## src/rtl/seg7_pkg.sv

```systemverilog
// seg7_pkg: glyph table, conversion FSM states and sizing helpers shared by the seg7 display.
package seg7_pkg;
    typedef enum logic [1:0] {IDLE, HEX, DEC, DONE} conv_state_t;
    localparam logic [7:0] glyph_blank = 8'h00;
    localparam logic [7:0] glyph_dash = 8'h02;
    localparam logic [127:0] glyph_rom = 128'h8E9E7A9C3EEEF6FEE0BEB666F2DA60FC;
    function automatic logic [7:0] nibble_glyph(input logic [3:0] n);
        return glyph_rom[{n, 3'b000} +: 8];
    endfunction
    // one spare digit above the display keeps the overflow slice non-empty
    function automatic int bcd_digits(input int w_value, input int w_digit);
        int d = w_value * 3 / 10 + 1;
        return (d > w_digit ? d : w_digit) + 1;
    endfunction
endpackage

```

## src/rtl/seg7_mux_display_if.sv

```systemverilog
// seg7_mux_display_if: value load handshake and conversion status.
interface seg7_mux_display_if #(parameter int w_value = 16);
    logic [w_value-1:0] value;
    logic value_valid, mode_dec, lz_suppress, ready, overflow;
    modport master(output value, value_valid, mode_dec, lz_suppress, input ready, overflow);
    modport slave(input value, value_valid, mode_dec, lz_suppress, output ready, overflow);
endinterface

```

## src/rtl/seg7_bin2bcd.sv

```systemverilog
// seg7_bin2bcd: serial double-dabble, one input bit per cycle for w_value cycles after start.
module seg7_bin2bcd
    import seg7_pkg::*;
#(
    parameter int w_value = 16,
    parameter int w_digit = 8,
    localparam int n_bcd = bcd_digits(w_value, w_digit)
) (
    input  logic                 clk,
    input  logic                 rst,
    input  logic                 start,
    input  logic [w_value-1:0]   din,
    output logic [4*n_bcd-1:0]   bcd,
    output logic                 done,
    output logic                 overflow
);
    localparam int cnt_w = $clog2(w_value + 1);
    logic [w_value-1:0] bin;
    logic [cnt_w-1:0] cnt;
    logic [4*n_bcd-1:0] adj;
    always_comb begin
        adj = bcd;
        for (int i = 0; i < n_bcd; i++)
            adj[4*i+:4] = bcd[4*i+:4] >= 4'd5 ? bcd[4*i+:4] + 4'd3 : bcd[4*i+:4];
    end
    always_ff @(posedge clk or negedge rst)
        if (!rst) begin
            bin <= '0;
            bcd <= '0;
            cnt <= '0;
            done <= 1'b0;
        end else if (start) begin
            bin <= din;
            bcd <= '0;
            cnt <= cnt_w'(w_value);
            done <= 1'b0;
        end else begin
            done <= cnt == cnt_w'(1);
            if (cnt != '0) begin
                bcd <= {adj[4*n_bcd-2:0], bin[w_value-1]};
                bin <= bin << 1;
                cnt <= cnt - cnt_w'(1);
            end
        end
    assign overflow = |bcd[4*n_bcd-1:4*w_digit];
endmodule

```

## src/rtl/seg7_mux_display.sv

```systemverilog
// seg7_mux_display: multiplexed 7-segment driver with hex/decimal conversion into a shadow
// buffer that is copied to the display buffer only at frame boundaries.
module seg7_mux_display
    import seg7_pkg::*;
#(
    parameter int clk_mhz = 50,
    parameter int w_digit = 8,
    parameter int w_value = 16,
    parameter int slot_cycles = 5000,
    parameter int blank_cycles = 16
) (
    input  logic                  clk,
    input  logic                  rst,
    seg7_mux_display_if.slave     bus,
    input  logic [w_digit-1:0]    dp_mask,
    input  logic [w_digit-1:0]    blank_mask,
    output logic [7:0]            abcdefgh,
    output logic [w_digit-1:0]    digit
);
    localparam int n_bcd = bcd_digits(w_value, w_digit);
    localparam int cnt_w = $clog2(slot_cycles);
    localparam int idx_w = $clog2(w_digit);
    if (clk_mhz < 1 || w_digit < 2 || slot_cycles < blank_cycles + 2) begin : g_param_check
        $error("seg7_mux_display: invalid parameters");
    end
    conv_state_t state;
    logic ready_q, overflow_q, lz, ovf_r, accept, hex_ovf, b_done, b_ovf, wrap, last;
    logic [4*n_bcd-1:0] work, ext, b_bcd;
    logic [w_digit-1:0][7:0] shadow, shadow_next, disp;
    logic [cnt_w-1:0] cnt;
    logic [idx_w-1:0] idx;
    assign ext = (4*n_bcd)'(bus.value);
    assign hex_ovf = |ext[4*n_bcd-1:4*w_digit];
    assign accept = ready_q && bus.value_valid;
    assign bus.ready = ready_q;
    assign bus.overflow = overflow_q;
    seg7_bin2bcd #(.w_value(w_value), .w_digit(w_digit)) u_bin2bcd (
        .clk, .rst, .start(accept && bus.mode_dec), .din(bus.value),
        .bcd(b_bcd), .done(b_done), .overflow(b_ovf)
    );
    // a digit stays lit if it or any digit above it is non-zero; digit 0 is always lit
    always_comb begin
        shadow_next = '0;
        for (int i = 0; i < w_digit; i++)
            shadow_next[i] = ovf_r ? glyph_dash
                : (i == 0 || !lz || (work >> (4 * i)) != '0) ? nibble_glyph(work[4*i+:4]) : glyph_blank;
    end
    always_ff @(posedge clk or negedge rst)
        if (!rst) begin
            state <= IDLE;
            ready_q <= 1'b1;
            overflow_q <= 1'b0;
            lz <= 1'b0;
            ovf_r <= 1'b0;
            work <= '0;
            shadow <= {w_digit{glyph_blank}};
        end else
            case (state)
                IDLE: if (accept) begin
                    state <= bus.mode_dec ? DEC : HEX;
                    ready_q <= 1'b0;
                    lz <= bus.lz_suppress;
                    work <= ext;
                    ovf_r <= hex_ovf;
                end
                HEX: state <= DONE;
                DEC: if (b_done) begin
                    state <= DONE;
                    work <= b_bcd;
                    ovf_r <= b_ovf;
                end
                DONE: begin
                    state <= IDLE;
                    ready_q <= 1'b1;
                    overflow_q <= ovf_r;
                    shadow <= shadow_next;
                end
                default: state <= IDLE;
            endcase
    assign wrap = cnt == cnt_w'(slot_cycles - 1);
    assign last = idx == idx_w'(w_digit - 1);
    always_ff @(posedge clk or negedge rst)
        if (!rst) begin
            cnt <= '0;
            idx <= '0;
            disp <= {w_digit{glyph_blank}};
        end else begin
            cnt <= wrap ? '0 : cnt + cnt_w'(1);
            if (wrap)
                idx <= last ? '0 : idx + idx_w'(1);
            if (wrap && last)
                for (int i = 0; i < w_digit; i++)
                    disp[i] <= blank_mask[i] ? glyph_blank : shadow[i] | {7'b0, dp_mask[i]};
        end
    assign digit = w_digit'(1) << idx;
    assign abcdefgh = cnt < cnt_w'(blank_cycles) ? glyph_blank : disp[idx];
endmodule

```

## src/flat_wrapper.sv

```systemverilog
// flat-port wrapper written by rule: the top's interface ports become plain ports
module seg7_mux_display_flat import seg7_pkg::*;
#(
    parameter int clk_mhz = 50,
    parameter int w_digit = 8,
    parameter int w_value = 16,
    parameter int slot_cycles = 5000,
    parameter int blank_cycles = 16
)
  (clk, rst, dp_mask, blank_mask, abcdefgh, digit, bus_value, bus_value_valid, bus_mode_dec, bus_lz_suppress, bus_ready, bus_overflow);
  seg7_mux_display_if #(.w_value(w_value)) bus_i ();
  input  logic clk;
  input  logic rst;
  input  logic [w_digit-1:0] dp_mask;
  input  logic [w_digit-1:0] blank_mask;
  output logic [7:0] abcdefgh;
  output logic [w_digit-1:0] digit;
  input wire logic [$bits(bus_i.value)-1:0] bus_value;
  input wire logic [$bits(bus_i.value_valid)-1:0] bus_value_valid;
  input wire logic [$bits(bus_i.mode_dec)-1:0] bus_mode_dec;
  input wire logic [$bits(bus_i.lz_suppress)-1:0] bus_lz_suppress;
  output wire logic [$bits(bus_i.ready)-1:0] bus_ready;
  output wire logic [$bits(bus_i.overflow)-1:0] bus_overflow;
  assign bus_i.value = bus_value;
  assign bus_i.value_valid = bus_value_valid;
  assign bus_i.mode_dec = bus_mode_dec;
  assign bus_i.lz_suppress = bus_lz_suppress;
  assign bus_ready = bus_i.ready;
  assign bus_overflow = bus_i.overflow;
  seg7_mux_display #(.clk_mhz(clk_mhz), .w_digit(w_digit), .w_value(w_value), .slot_cycles(slot_cycles), .blank_cycles(blank_cycles)) u_core (.clk(clk), .rst(rst), .bus(bus_i), .dp_mask(dp_mask), .blank_mask(blank_mask), .abcdefgh(abcdefgh), .digit(digit));
endmodule
```

## config.mk

```make
export PLATFORM = sky130hd
export DESIGN_NAME = seg7_mux_display_flat
export DESIGN_NICKNAME = d
export VERILOG_FILES = /design/src/rtl/seg7_pkg.sv /design/src/rtl/seg7_mux_display_if.sv /design/src/rtl/seg7_bin2bcd.sv /design/src/rtl/seg7_mux_display.sv /design/src/flat_wrapper.sv
export SDC_FILE = /design/constraint.sdc
export NUM_CORES = 1
export LEC_CHECK = 0
export BUFFER_PORTS_ARGS = -buffer_cell sky130_fd_sc_hd__buf_2
export CAP_MARGIN = 10
export CORE_ASPECT_RATIO = 0.8
export CORE_UTILIZATION = 55
export DETAILED_ROUTE_END_ITERATION = 12
export GPL_ROUTABILITY_DRIVEN = 0
export HOLD_SLACK_MARGIN = 0.05
export PLACE_DENSITY = 0.82
export RECOVER_POWER = 50
export SLEW_MARGIN = 20
export SYNTH_ARGS = -nofsm -noshare
export SYNTH_HDL_FRONTEND = slang
export SYNTH_HIERARCHICAL = 1
export SYNTH_SLANG_ARGS = --single-unit
```

## constraint.sdc

```tcl
create_clock -name clk -period 2 [get_ports clk]
set_input_delay 0.1 -clock clk [delete_from_list [all_inputs] [get_ports clk]]
set_output_delay 0.1 -clock clk [all_outputs]
set_load 0.01 [all_outputs]
```

======== After elaboration in Yosys (flattened, before gate mapping) ========
Index checks and enable logic that the tools add are counted.
word-level totals
  bits in registers ....................... 244
  logic and storage cells ................. 159
operators by class
  add/sub/neg operators ................... 12
  magnitude comparators ................... 11
  equal/unequal tests ..................... 8
  shift operators ......................... 9
  mux-type cells .......................... 55
  bitwise gates (word level) .............. 8
  reductions and logical operators ........ 28
operators with widths
  cell                                                         count
  variable part select 128 x 8 -> 8 bit, first input constant  8
  nonzero test 36 bit                                          7
  two-way mux 8 bit                                            25
  two-way mux 36 bit                                           4
  case mux 36 bit (2 select lines)                             1
  OR 8 x 1 -> 8 bit                                            8
  >= comparator 4 x 3 -> 1 bit, second input constant          9
  adder 4 x 2 -> 4 bit, second input constant                  8
  two-way mux 16 bit                                           2
  two-way mux 4 bit                                            8
  binary-select mux 8 bit (select 3 bit)                       1
  adder 13 x 1 -> 13 bit, second input constant                1
  == test 13 bit, second input constant                        1
  < comparator 13 x 5 -> 1 bit, second input constant          1
  two-way mux 13 bit                                           1
  two-way mux 5 bit                                            2
  case mux 2 bit (4 select lines)                              1
  left shift 1 x 3 -> 8 bit, first input constant              1
  logical OR 1 bit                                             7
  two-way mux 2 bit                                            3
  two-way mux 3 bit                                            2
  AND reduction 2 bit                                          3
  nonzero test 2 bit                                           3
  == test 5 x 1 -> 1 bit, second input constant                1
  other kinds (17)                                             23

======== Depth between registers and ports, before layout ========
Gate-level depths: netlist of run 1.
  depth in word-level cells ............... 4
  gate-level depth with buffers ........... 9
  mapped depth without buffers ............ 6

======== By module ========
The synthesis of run 1 kept the hierarchy.
modules (own cells, without submodules)
  module            instances  cells an instance  area an instance (µm²)  sequential area each (µm²)
  seg7_mux_display  1          929                9,912.0                 4,455.5
  seg7_bin2bcd      1          391                3,508.4                 1,451.4

======== Worst setup path after synthesis of run 1 ========
OpenSTA, ideal clock, no wires.
  kind .................................... reg2reg
  start point ............................. register u_core.work[28]
  end point ............................... register u_core/shadow[10] (netlist name)
  arrival ................................. 2.015 ns
  required time ........................... 1.835 ns
  slack ................................... -0.180 ns
  cell stages (with the launch flop) ...... 7
  cells stage by stage .................... dfrtp_1 inv_1 ha_1 nor4bb_1 nand4_1 o41ai_1 o22ai_1
between the ends
  longest elaborated chain between the ends .. 4
ends and longest elaborated chain
  what                    line                    source
  start, declared         seg7_mux_display.sv:28  logic [4*n_bcd-1:0] work, ext, b_bcd;
  start signal, assigned  seg7_mux_display.sv:63  work <= ext;
  nonzero test 36 bit     seg7_mux_display.sv:46  : (i == 0 || !lz || (work >> (4 * i)) != '0) ? nibble_glyph(work[4*i+:4]) : glyph_blank;
  logical OR 1 bit        seg7_mux_display.sv:46
  two-way mux 8 bit       seg7_mux_display.sv:46
  two-way mux 8 bit       seg7_mux_display.sv:45  shadow_next[i] = ovf_r ? glyph_dash
  end signal, assigned    seg7_mux_display.sv:56  shadow <= {w_digit{glyph_blank}};
  end signal, assigned    seg7_mux_display.sv:76  shadow <= shadow_next;
  end, declared           seg7_mux_display.sv:29  logic [w_digit-1:0][7:0] shadow, shadow_next, disp;
No other way between the ends.
A chain may end at the register's enable or synchronous reset.

======== Worst setup path after layout of run 1 ========
  start point ............................. register u_core.cnt[4]
  end point ............................... register u_core/disp[33] (netlist name)
between the ends
  longest elaborated chain between the ends .. 2
ends and longest elaborated chain
  what                           line                    source
  start, declared                seg7_mux_display.sv:30  logic [cnt_w-1:0] cnt;
  start signal, assigned         seg7_mux_display.sv:88  cnt <= wrap ? '0 : cnt + cnt_w'(1);
  == test 13 bit                 seg7_mux_display.sv:80  assign wrap = cnt == cnt_w'(slot_cycles - 1);
  logical AND 1 bit              seg7_mux_display.sv:91  if (wrap && last)
  end signal, assigned           seg7_mux_display.sv:86  disp <= {w_digit{glyph_blank}};
  end signal, assigned by index  seg7_mux_display.sv:93  disp[i] <= blank_mask[i] ? glyph_blank : shadow[i] | {7'b0, dp_mask[i]};
  end, declared                  seg7_mux_display.sv:29
No other way between the ends.

==> run metrics, run 1 <==
Max Fclk 458 MHz; TritonCTS Buffers 23; reg-to-reg startpoint u_core/cnt[4]; die area ~0.025 mm2; I/O Pins 55; Worst IR Drop VDD 1020 uV; register area share after synthesis 44.0%; area grow syn2layout 18.5%; setup ws final -0.183 ns; Final Total Pwr between 20 and 25 mW; R2R depth 6; crit path DAT 2.57 ns; Setup Skew 0.0134 ns; initial antenna violation count 1; CTS tree done; Final #Nets 1574; top-count cell post-synth dfrtp_1; H-tree depth 1; global-route wire length before repair 52600 um; Max Root-Sink Buffers 3; hold crit path type in2reg; wire length per cell 18.5 um; post-synthesis cell type count 63; Final Max Tran Viols 62; Die H 142 um; Core Area 0.0236 mm2; leakage power 7.33 nW; DR pass1 iterations 5; CP required 2.39 ns; clock sinks 236; Post-synth ARST share 100%; Startpoint Class register; Syn Nets 1437; synthesized flop and latch total 236; r2r setup slk -0.18 ns; Total Wirelength about 33000 um; Routed Antenna Nets 0; Critical Path Sink Type register; die width 177 um; DRC violations left 0; RSZ-0062 raised after global routing yes; Synth top area share 43.8%; fraction of layout cells with a size suffix above 1 21.4%; Tmin final roughly 2.2 ns; YS warnings 6; Max Cap Violations 1; largest net degree at the start of global routing 65; Worst-Skew Late Latency 0.52 ns; DR iter-0 viols 1033; placed insts 1688; total global-route track usage 26.1%; Worst-Margin Slew 1.55 ns; Port Buf Inserts 54; status complete, but fails checks; Avg Inst Size Synth 10.2 um2; violations in the final reports capacitance limit, slew limit, setup timing; DR vias/cell 5.89; PwrDens 1380 mW/mm2; R2R Path End u_core/disp[33]; Syn Inst Count between 1k and 1.5k; Root Buffer clkbuf_16; Commonest cells post-synth dfrtp_1, inv_1, nor2_1, nand2_1, o21ai_0; Final Instance Count excl. Fillers 1787; vias 10.5k; Clock Pin Slew Worst Setup and Hold Paths 0.06 ns; Cell Area, Synth 0.0134 mm2; crit path max fanout 11; Worst Hold Launch bus_value[13]; worst hold endpoint u_core/u_bin2bcd/bin[13]; Max-Slew Margin vs Limit -3.03%; Yosys top cell by area dfrtp_1; Critical Path Start u_core/cnt[4]; hold path depth 4; Post-synth EDFFs 0; final setup violation count 72; Starting Density 56.8%; top_reg_cell synth dfrtp_1; Final Hold Vio Count 0; fin crit share 109%; crit path kind reg2reg; Area contributors post-synth dfrtp_1, ha_1, mux2_2; vias in the first global route 10.4k; total grt overflow 0; Final HPWL DP 21600 um; Site Rows 50
-- where the power goes --
group | switching, mW | internal [mW] | leakage, nW
Clock | 1.82 | 2.48 | 0.369
Sequential | 1.21 | 6.29 | 2.94
Combinational | 5.64 | 4.56 | 4.03
-- logic make-up after synthesis --
kind of cell,Yosys count,share of synthesized area [%]
buffers and inverters,193,5.86
muxes,161,15.0
AOI/OAI and AO/OA,280,13.8
and+or+nand+nor,361,13.3
DFF,236,44.0
adders and majority gates,80,7.46
xor gates and xnor gates,9,0.587
-- sequential cells by signal, summed over array words and instances, names as in the netlist --
name / flops
u_core/disp: 64
u_core/shadow: 56
u_core/u_bin2bcd/bcd: 36
u_core/work: 36
u_core/u_bin2bcd/bin: 16
u_core/cnt: 13
u_core/u_bin2bcd/cnt: 5
u_core/idx: 3
u_core/state: 2
u_core/bus.overflow: 1
u_core/bus.ready: 1
u_core/lz: 1
u_core/ovf_r: 1
u_core/u_bin2bcd/done: 1
-- layer usage --
metal | share of wire, % | vias up | wire length [um] | track usage, %
li1 | - | 4934 | - | -
met1 | 46 | 5222 | 15100 | 37.8
met2 | 48 | 324 | 15700 | 42.1
met3 | 4.9 | 53 | 1620 | 3.22
met4 | 1.9 | 0 | 617 | 5.76
met5 | 0 | - | 0 | 0
-- worst max-delay path, cell delays in order (launching register included) --
cell	delay, ns
dfrtp_1	0.38
or4_4	0.57
buf_4	0.17
nor4_4	0.21
nand2_4	0.20
buf_16	0.21
mux2_2	0.30
-- layout by cell type (no fill, tap or decap), types with 6 or more instances in the layout --
master	count
dfrtp_1	234
inv_1	117
nor2_1	104
nand2_1	98
o21ai_0	82
mux2_2	80
ha_1	78
buf_4	67
mux2i_1	57
buf_2	53
nor2b_1	48
dlygate4sd3_1	40
a21oi_1	39
o22ai_1	34
or3_1	33
clkbuf_16	25
mux4_2	24
a22o_1	24
o211ai_1	23
nand3_1	19
o2111ai_1	14
nand2b_1	12
buf_6	10
a311oi_1	8
clkbuf_1	7
nand4_1	7
o21a_1	7
clkbuf_8	6
buf_12	6
and3_1	6
xnor2_1	6
o22ai_2	6
-- worst max-delay path by stage --
| stage | endpoint |
|---|---|
| after global placement | u_core/u_bin2bcd/bcd[14] |
| after floorplan | u_core/shadow[10] |
| after CTS | abcdefgh[3] |
| after global routing | abcdefgh[3] |
| after detailed placement | u_core/u_bin2bcd/bcd[16] |
| final | u_core/disp[33] |
-- stage by stage --
step	setup WS, ns	TNS, ns	hold slack, ns	util, %	area [um2]
after floorplan	0.0192	0	-0.196	-	13400
after global placement	0.0281	0	0.0752	61.1	14400
after detailed placement	-0.0409	-0.193	0.0734	61.1	14400
after CTS	-0.107	-0.788	0.131	66.4	15700
after global routing	-0.216	-12.46	0.409	67.2	15900
final	-0.183	-10.41	0.367	67.2	15900
-- final cells by class --
| cell class | count | area [um2] |
|---|---|---|
| fillers | 1695 | 7750 |
| multi-input cells | 891 | 6860 |
| clock buffers | 36 | 684 |
| inverters | 120 | 450 |
| well taps | 312 | 390 |
| clock inverters | 6 | 58.8 |
| repair buffers | 185 | 1550 |
| flip-flops and latches | 236 | 5910 |
| diodes | 1 | 2.50 |
-- what timing repair did --
item,in CTS,in global routing
resized for setup,12,23
hold buffers,40,0
buffers inserted,5,5
endpoints found under the hold margin,323,0
endpoints found under the setup margin,21,87
gates cloned,1,5
pin swaps,2,9
No activity file was read; power rests on OpenSTA's default activity.
==> run 2: changes to the inputs <==
BUFFER_PORTS_ARGS = -buffer_cell sky130_fd_sc_hd__buf_4   (was -buffer_cell sky130_fd_sc_hd__buf_2)
==> run metrics, run 2 (synthesized netlist as in run 1, its figures left out) <==
Max Fclk 473 MHz; Max Root-Sink Buffers 3; CP required 1.90 ns; status complete, but fails checks; hold crit path type in2reg; most common cell after layout, fill and taps aside dfrtp_1; vias in the first global route 10.2k; H-tree depth 1; Clk pwr share between 20% and 30%; total global-route track usage 25.7%; Final Hold Vio Count 0; Setup Skew 0.0147 ns; Worst IR Drop VDD 1250 uV; Worst-Margin Slew 1.54 ns; Total Wirelength between 30000 and 40000 um; Starting Density 56.8%; PwrDens 1390 mW/mm2; area grow syn2layout 21.0%; power share of the sequential group 33.0%; DR pass1 iterations 7; DRC violations left 0; Critical Path Sink Type output port; setup ws final -0.114 ns; leakage power 7.46 nW; Comb pwr share a little under half; I/O Pins 55; clock sinks approximately 240; DR iter-0 viols 999; wire length per cell about 18 um; Site Rows 50; largest net degree at the start of global routing 62; register with the most flip-flops u_core/disp; global-route wire length before repair 52100 um; filler instances approximately 1.6k; TritonCTS Buffers 24; Die H between 100 and 150 um; Max-Slew Margin vs Limit -2.80%; die width 177 um; NetSw around 8.7 mW; Port Buf Inserts 54; Worst-Skew Late Latency 0.52 ns; Max Cap Violations 1; total grt overflow 0; placed insts about 1.7k; Core Area 0.0236 mm2; Sw Ratio 38.4%; initial antenna violation count 0; largest registers u_core/disp x64, u_core/shadow x56; crit path DAT 2.01 ns; die area 0.0250 mm2; Final Max Tran Viols 62; fraction of layout cells with a size suffix above 1 about 22%; violations in the final reports capacitance limit, slew limit, setup timing; crit path kind reg2out; most frequent cells in the layout dfrtp_1, buf_4, inv_1; DR vias/cell 5.86; Clock Pin Slew Worst Setup and Hold Paths around 0.060 ns; Ant. Diodes 0; Final HPWL DP 21400 um; RSZ-0062 raised after global routing yes; max reg flops 64; Final #Nets ~1.6k; Final Total Pwr 22.6 mW; crit path max fanout 8; fin crit share 106%; CTS tree done; Root Buffer clkbuf_16; Startpoint Class register; final setup violation count 72; Routed Antenna Nets 0; vias 10.5k; Tmin final 2.11 ns; Final Instance Count excl. Fillers 1788; pre-CTS setup slack -0.00484 ns; Final Util 68.7%; Internal 13.9 mW
[run 2: changes by cell type in the layout (fill, tap and decap cells not counted), sizes merged]
| cell | delta |
|---|---|
| buf | -1 |
| bufbuf | +1 |
| bufinv | +2 |
| clkbuf | -3 |
| clkinv | -1 |
| clkinvlp | +2 |
| diode | -1 |
| dlygate4sd3 | +3 |
| inv | -1 |
[run 2: area by class of cell]
cell class | count | area [um2] | share of cell area, %
multi-input cells | 891 | 6880 | 42.3
well taps | 312 | 390 | 2.40
flip-flops and latches | 236 | 5910 | 36.4
clock buffers | 34 | 739 | 4.55
inverters | 120 | 450 | 2.77
repair buffers | 187 | 1750 | 10.8
clock inverters | 8 | 120 | 0.740
[run 2: final timing paths]
kind                                             to  slack [ns]  cells past startpoint          start
setup / recovery                        abcdefgh[4]       -0.11                      5  u_core/cnt[9]
hold / removal             u_core/u_bin2bcd/bin[11]        0.36                      4  bus_value[11]
setup reg to reg                    u_core/disp[62]       -0.10                      6  u_core/cnt[6]
hold reg to reg                       u_core/cnt[0]        0.46                      1  u_core/cnt[0]
max in group asynchronous          u_core/bus.ready        0.27                      3            rst
min in group asynchronous           u_core/disp[59]        0.52                      2            rst
[run 2: per-stage QoR]
| step | setup TNS (ns) | hold WS (ns) | instance area [um2] |
|---|---|---|---|
| CTS | -0.960 | 0.135 | 16000 |
| finish | -5.24 | 0.358 | 16200 |
| global route | -10.83 | 0.366 | 16200 |
| detailed placement | -0.00484 | 0.0813 | 14600 |
| floorplan | 0 | -0.196 | 13400 |
| global placement | 0 | 0.0777 | 14600 |
[run 2: per-layer routing]
layer / global-route usage, % / wire, um / share of wire (%)
met1: 37.6 / 14700 / 46
met2: 41.2 / 15200 / 47
met3: 3.64 / 1770 / 5.5
met4: 4.49 / 451 / 1.4
met5: 0 / 0 / 0
[run 2: repair_timing]
action,in CTS,in global routing
buffers inserted,4,4
hold endpoints to repair,324,0
gates cloned,1,5
endpoints found under the setup margin,15,113
pin swaps,2,7
resized for setup,13,22
hold buffers,43,0
[run 2: power by group through the flow]
| stage | registers, mW | logic (mW) | clock network [mW] |
|---|---|---|---|
| after floorplan | 7.21 | 6.91 | 0 |
| final | 7.46 | 10.3 | 4.83 |
| after detailed placement | 7.49 | 9.78 | 0 |
| after CTS | 7.42 | 10.0 | 4.90 |
| after global placement | 7.39 | 9.33 | 0 |
| after global routing | 7.64 | 11.5 | 5.08 |
[run 2: worst max-delay path, cell delays in order, from the launching register on]
cell and delay [ns]:
dfrtp_1 0.39, or4_4 0.55, nor3_4 0.18, buf_6 0.17, a21oi_1 0.06, buf_4 0.15
==> run 3: changes to the inputs <==
==> constraint.sdc (replaced) <==
create_clock -name clk -period 2 [get_ports clk]
set_input_delay 0.3 -clock clk [delete_from_list [all_inputs] [get_ports clk]]
set_output_delay 0.3 -clock clk [all_outputs]
set_load 0.01 [all_outputs]
==> run metrics, run 3 (synthesized netlist as in run 1, its figures left out) <==
Die H ~140 um; Worst Hold Launch bus_mode_dec; Most Crowded Layer GR met2; Finished Cell Area 0.0163 mm2; H-tree depth 1; reg-to-reg startpoint u_core/cnt[6]; final setup violation count 83; hold crit path type in2reg; Core Area 0.0236 mm2; Final Total Pwr 22.2 mW; Final Util 68.7%; largest registers u_core/disp x64, u_core/shadow x56; pre-CTS setup slack -0.0518 ns; status complete, but fails checks; DRC violations left 0; violations in the final reports setup timing; Placed Area 0.0146 mm2; global-route wire length before repair 51800 um; Critical Path Sink Type output port; worst hold endpoint u_core/state[0]; Tmin final 2.39 ns; Startpoint Class register; NetSw 8.65 mW; most frequent cells in the layout dfrtp_1, buf_4, inv_1; max reg flops 64; CTS tree done; wire length per cell 19.5 um; Port Buf Inserts 54; DR vias/cell 6.00; Routed Antenna Nets 0; crit path max fanout 5; CP required about 1.7 ns; clock sinks 236; Final HPWL DP 21300 um; Final Max Tran Viols 0; total grt overflow 0; Fin Setup TNS -20.90 ns; Comb pwr share 45.9%; Final #Nets 1571; crit path kind reg2out; r2r setup slk -0.31 ns; most common cell after layout, fill and taps aside dfrtp_1; vias in the first global route roughly 10k; Worst IR Drop VDD 798 uV; Clk pwr share 20.5%; die width between 150 and 200 um; met3 usage 2.65%; Clock Pin Slew Worst Setup and Hold Paths 0.06 ns; R2R Path End u_core/disp[36]; Internal roughly 14 mW; largest net degree at the start of global routing 68; Final Hold Vio Count 0; Root Buffer clkbuf_16; initial antenna violation count 0; power share of the sequential group 33.6%; Max-Slew Margin vs Limit under 10%; Worst-Margin Slew 1.37 ns; Setup Skew 0.0115 ns; fin crit share 119%; I/O Pins 55; Starting Density 56.8%; total global-route track usage 25.6%; Sw Ratio 39.0%; M2 GR Usage about two fifths; Max Fclk 418 MHz; Worst-Skew Late Latency about 0.52 ns; Ant. Diodes 0; Max Root-Sink Buffers 3; Max Cap Violations 0; Total Wirelength between 30000 and 40000 um; Site Rows 50; R2R depth 7; setup ws final -0.390 ns; hold path depth 4; RSZ-0062 raised after global routing yes; fraction of layout cells with a size suffix above 1 24.9%; DR iter-0 viols 942; area grow syn2layout 21.1%; vias between 10k and 15k; register with the most flip-flops u_core/disp; PwrDens 1360 mW/mm2; met1 global-route usage 38.0%; DR pass1 iterations 5; leakage power between 7 and 8 nW; TritonCTS Buffers 24; die area between 0.02 and 0.03 mm2; crit path DAT 2.09 ns
-- run 3: cell types whose count changed in the layout (fill, tap and decap cells not counted), moves of 6 or more --
| cell | previous run | this run |
|---|---|---|
| dlygate4sd3_1 | 43 | 18 |
| buf_4 | 119 | 128 |
| nand2_1 | 98 | 91 |
| nand2_2 | 0 | 7 |
| o22ai_1 | 34 | 40 |
| o22ai_2 | 6 | 0 |
-- run 3: worst max path at each step --
stage	startpoint	slack, ns	end	cells after the start
after global placement	u_core/u_bin2bcd/cnt[0]	0.02	u_core/u_bin2bcd/bcd[10]	6
final	u_core/idx[0]	-0.39	abcdefgh[5]	5
after detailed placement	u_core/u_bin2bcd/cnt[0]	-0.05	u_core/u_bin2bcd/bcd[30]	6
after floorplan	u_core/work[28]	0.02	u_core/shadow[10]	6
after CTS	u_core/idx[0]	-0.32	abcdefgh[7]	5
after global routing	u_core/idx[0]	-0.43	abcdefgh[5]	5
-- run 3: layout make-up --
| type | count | area [um2] |
|---|---|---|
| repair buffers | 181 | 1730 |
| inverters | 120 | 464 |
| flip-flops and latches | 236 | 5910 |
| well taps | 312 | 390 |
| clock buffers | 36 | 727 |
| fillers | 1660 | 7390 |
| clock inverters | 8 | 71.3 |
| multi-input cells | 891 | 6960 |
-- run 3: through the flow --
stage          hold WS (ns)  std cells
6_report              0.131       1784
3_3_place_gp          0.245       1693
4_1_cts               0.108       1763
2_1_floorplan       0.00441       1320
5_1_grt               0.157       1784
3_5_place_dp          0.248       1693
-- run 3: power by group through the flow --
stage	Clock, mW	Combinational [mW]	Sequential (mW)
final	4.53	10.2	7.45
after global routing	4.79	11.3	7.65
after CTS	4.57	9.91	7.41
after detailed placement	0	9.77	7.48
after global placement	0	9.30	7.39
after floorplan	0	6.91	7.21
-- run 3: metal layers --
layer	part of all wire, %	vias up	routed length, um
li1	-	4919	-
met4	3.0	0	1050
met3	5.8	87	2020
met2	47	420	16500
met1	44	5278	15300
met5	0	-	0
-- run 3: worst max-delay path, stage by stage, from the launching register on --
cell and delay [ns]:
dfrtp_2 0.49, clkbuf_16 0.21, mux4_2 0.55, nand2_1 0.12
a21oi_2 0.06, buf_4 0.14
-- run 3: what timing repair did --
| action | CTS | global route |
|---|---|---|
| hold buffers | 18 | 0 |
| buffers inserted | 6 | 13 |
| endpoints found under the setup margin | 23 | 116 |
| hold endpoints to repair | 62 | 0 |
| gates resized for setup | 41 | 49 |
| cloned | 2 | 9 |
| pin swaps | 9 | 6 |
